==> config.mk <==
export PLATFORM = sky130hd
export DESIGN_NAME = gpio_in_cond
export DESIGN_NICKNAME = d
export VERILOG_FILES = /design/src/rtl/gpio_in_cond.sv
export SDC_FILE = /design/constraint.sdc
export NUM_CORES = 1
export LEC_CHECK = 0
export CAP_MARGIN = 20
export CORE_UTILIZATION = 53
export DETAILED_ROUTE_END_ITERATION = 10
export PLACE_DENSITY_LB_ADDON = 0.12
export SYNTH_ARGS = -nofsm -noshare
export SYNTH_HDL_FRONTEND = slang
export SYNTH_SLANG_ARGS = --single-unit
==> constraint.sdc <==
create_clock -name sys_clk -period 4.8 [get_ports sys_clk]
set_clock_uncertainty 0.1 [all_clocks]
set_input_delay 0.72 -clock sys_clk [delete_from_list [all_inputs] [get_ports sys_clk]]
set_output_delay 0.72 -clock sys_clk [all_outputs]
set_load 0.01 [all_outputs]
==> src/rtl/gpio_in_cond.sv <==
// gpio_in_cond
//   Input conditioning for GPIO pads: two-flop synchronizer, prescaled
//   three-sample glitch filter, edge pulse generation, sticky edge status
//   and a masked level interrupt.
//
// Parameters
//   DIV    sample-tick period in sys_clk cycles (1..65535)
//   WIDTH  number of GPIO bits
//
// Ports
//   sys_clk      single clock, rising edge
//   rst_n        synchronous active-low reset
//   gpio_pad     raw asynchronous pad inputs
//   irq_mask     per-bit interrupt enable (1 = enabled)
//   irq_clr      per-bit write-1-to-clear for edge_status, sampled every cycle
//   gpio_filt    synchronized, debounced pad value
//   rise_pulse   one-cycle pulse on a filtered 0->1 transition
//   fall_pulse   one-cycle pulse on a filtered 1->0 transition
//   edge_status  sticky edge-seen flags
//   irq          OR of (edge_status & irq_mask)
module gpio_in_cond #(
    parameter int unsigned DIV   = 16,
    parameter int unsigned WIDTH = 32
) (
    input  logic             sys_clk,
    input  logic             rst_n,
    input  logic [WIDTH-1:0] gpio_pad,
    input  logic [WIDTH-1:0] irq_mask,
    input  logic [WIDTH-1:0] irq_clr,
    output logic [WIDTH-1:0] gpio_filt,
    output logic [WIDTH-1:0] rise_pulse,
    output logic [WIDTH-1:0] fall_pulse,
    output logic [WIDTH-1:0] edge_status,
    output logic             irq
);

    localparam logic [15:0] CNT_MAX = 16'(DIV - 1);

    logic [WIDTH-1:0] sync1;
    logic [WIDTH-1:0] sync2;
    logic [WIDTH-1:0] hist0;
    logic [WIDTH-1:0] hist1;
    logic [15:0]      cnt;
    logic             tick;
    logic [WIDTH-1:0] chg;

    assign tick = (cnt == CNT_MAX);

    // A bit changes only on a tick where the two stored samples and the
    // current synchronized value agree and differ from the filtered value.
    always_comb begin
        chg = '0;
        if (tick) begin
            chg = ~(hist1 ^ hist0) & ~(hist0 ^ sync2) & (sync2 ^ gpio_filt);
        end
    end

    always_ff @(posedge sys_clk) begin
        if (!rst_n) begin
            sync1       <= '0;
            sync2       <= '0;
            hist0       <= '0;
            hist1       <= '0;
            cnt         <= '0;
            gpio_filt   <= '0;
            rise_pulse  <= '0;
            fall_pulse  <= '0;
            edge_status <= '0;
        end else begin
            sync1 <= gpio_pad;
            sync2 <= sync1;
            cnt   <= tick ? '0 : cnt + 16'd1;
            if (tick) begin
                hist0 <= sync2;
                hist1 <= hist0;
            end
            gpio_filt  <= gpio_filt ^ chg;
            rise_pulse <= chg & sync2;
            fall_pulse <= chg & ~sync2;
            // Set from last cycle's pulses wins over a same-cycle clear.
            edge_status <= (edge_status & ~irq_clr) | rise_pulse | fall_pulse;
        end
    end

    assign irq = |(edge_status & irq_mask);

endmodule

==> key figures <==
Placement
  • IO Port Bufs: roughly 230
  • Dpl hpwl: 15.4 mm
  • Placement Cell Area: ~12000 um^2
  • Final weighted congestion in routability-driven placement: 0.779

Detailed routing
  • Pre-antenna DRT Iters: 5
  • Overall routed net length: 23.5 mm
  • WL per Instance: around 16 um
  • Post-route ant nets: 0
  • DRC Markers: 0
  • First DRT Iteration DRCs: 405
  • Post-DR vias/cell: 5.49
  • Detailed-route via count: 7917

GRT
  • Global-route wire length before repair: roughly 36 mm
  • Vias in the first global route: between 7000 and 8000
  • GRT overflow: 0
  • Largest net degree at the start of global routing: 196
  • GRT Overall Usage: 24.4%
  • Initial antenna violation count: 2

Logic synthesis
  • Number of synthesized flops with an enable pin: 0
  • Sequential fraction of the synthesis area: 56.7%
  • Total number of yosys warnings: 0
  • Yosys reg bits: 272
  • Post-Syn Nets: 1083
  • Synthesized area: 9600 um^2
  • Cell variety after synth: 32
  • Top_reg_cell synth: dfxtp_1
  • Asr flop ratio synth: 0%
  • Mean post-synth cell area: 9.76 um^2
  • Synth Instances: slightly below 1000

Clock network
  • Clock Sinks: 272
  • Postcts setup bufs: 0
  • CTS max path bufs: 3
  • Cts repair resizes: 0
  • H-tree depth: 1
  • Cts bufs inserted: 28
  • Worst-Skew Late Latency: 0.52 ns
  • Clk root buf: clkbuf_16
  • CTS clock-pin slew for the worst setup and hold paths: 0.06 ns
  • Post-CTS Hold Buffers: 0
  • CTS tree: yes

Timing
  • RSZ-0062 raised after global routing: false
  • Final worst-path cycle share: between 70% and 80%
  • Count of final hold-check violations: 0
  • Final setup viols: 0
  • Final Max Slew Viols: 0
  • Tmin final: 3.59 ns
  • TNS Setup: 0 ns
  • Worst slew margin: around 30%
  • Highest clock rate: 0.278 GHz
  • Worst Tran Pin Value: 1.05 ns

Final layout
  • Fin util: 73.7%
  • # nets final: 1295
  • Cell area after layout: 12900 um^2
  • Area Growth Syn to Fin: 34.1%
  • Layout cells sized above 1: 4.36%

Floorplanning
  • Die footprint: 18700 um^2
  • Initial Utilization: a little over half
  • FP Rows: 48
  • Core region area: 17500 um^2
  • I/O pin count: 227
  • Chip Height: 137 um
  • Die width: 137 um

Critical path
  • Crit path max-delay family: buffers and inverters
  • Critical path required time: 3.98 ns
  • Slowest CP cell: or4_1
  • Most frequent cell on the critical path: clkdlybuf4s50_1
  • Crit end category: output pin
  • CP bufs+invs: 2
  • CP Class: primary input to output pin
  • Crit-path max cell delay: 0.54 ns
  • Crit path max fanout: 1
  • CP Data Arrival Time: 2.77 ns
  • CP Cell Sequence: clkdlybuf4s50_1 -> a22oi_1 -> nand4_1 -> or4_1 -> clkdlybuf4s50_1
  • Startpoint Class: primary input

Power and ir drop
  • Worst VDD drop: 0.256 mV
  • Cell Pwr Density: ~350 nW/um^2
  • Lkg Pwr: ~4.3 nW
  • Pwr Total: approximately 4.5 mW

Flow run
  • Max-cap viol count: 0

Worst hold path
  • Min-delay worst type: flip-flop to flip-flop

Outcome
  • Outcome: finished, final reports clean
per-stage QoR:
step           hold WS, ns  instances  worst slack (ns)
4_1_cts              0.325       1440              1.23
2_1_floorplan        0.312        984              2.43
6_report             0.327       1443              1.21
3_5_place_dp         0.317       1391              1.23
3_3_place_gp         0.314       1391              1.21
5_1_grt              0.339       1441              1.21
flip-flops by register name (all words and copies together), names as in the netlist:
name / count
sync1: 32
cnt: 16
hist1: 32
gpio_filt: 32
rise_pulse: 32
fall_pulse: 32
sync2: 32
edge_status: 32
hist0: 32
metal layers:
metal / vias up / track usage [%] / wire [um] / part of all wire, %
met3: 22 / 5.63 / 1740 / 7.4
met5: - / 0 / 0 / 0
met2: 213 / 43.5 / 11600 / 49
li1: 3922 / - / - / -
met1: 3760 / 29.2 / 9890 / 42
met4: 0 / 6.73 / 345 / 1.5
report_power, final:
group          internal [mW]  total [mW]  leakage (nW)  switching [mW]
Sequential              2.28        2.30          2.20          0.0189
Clock                   1.23        2.07         0.434           0.835
Combinational         0.0923       0.133          1.64          0.0404
Total                   3.61        4.50          4.27           0.894
cell usage in the layout (no fill, tap or decap), types with 4 or more instances in the layout:
master	count
nand3_1	4
nand4b_1	32
nor2_1	47
nor3_1	36
buf_4	5
and2_1	65
xnor2_1	10
clkbuf_16	29
a21boi_1	29
nand2_1	136
clkdlybuf4s50_1	225
a21boi_0	35
dfxtp_1	272
a31oi_1	32
nand2b_1	32
nand4_1	8
clkbuf_8	5
nor4_1	68
nor2b_1	32
o21ai_0	32
clkinv_2	4
a22oi_1	16
o31a_1	32
clkbuf_1	9
final timing paths:
kind / from / endpoint / slack [ns] / cells past startpoint
min: sync1[4]$_SDFF_PN0_ / sync2[4]$_SDFF_PN0_ / 0.33 / 1
min reg2reg: sync1[4]$_SDFF_PN0_ / sync2[4]$_SDFF_PN0_ / 0.33 / 1
max: irq_mask[0] / irq / 1.21 / 5
max reg2reg: cnt[0]$_SDFF_PP0_ / cnt[6]$_SDFF_PP0_ / 1.90 / 5
synthesized netlist by cell type, types with 16 or more instances:
cell type    n  share of area, %
nor2b_1     32               2.1
nand4b_1    32               2.9
a21boi_0    35               2.7
and2_1      65               4.2
a31oi_1     32               2.1
nor3_1      36               1.9
nand2b_1    32               2.1
a21boi_1    29               2.3
nor2_1      47               1.8
nor4_1      68               4.4
a22oi_1     16               1.3
o21ai_0     32               1.7
clkbuf_1    31               1.2
o31a_1      32               2.9
nand2_1    136               5.3
dfxtp_1    272                57
cell families after synthesis:
family          after synthesis  synth area share, %
simple gates                471                 26.7
buf+inv                      49                 2.24
xor+xnor                     13                 1.19
fa+ha+maj                     1                0.130
flops                       272                 56.7
compound gates              178                 13.1
cell type report:
cell class / instances / area, um^2
repair buffers: 231 / 2310
flip-flops and latches: 272 / 5450
multi-input cells: 663 / 3950
diodes: 3 / 7.51
clock inverters: 6 / 57.6
clock buffers: 43 / 828
well taps: 225 / 282
fillers: 1313 / 4600
No activity file was read; power rests on OpenSTA's default activity.
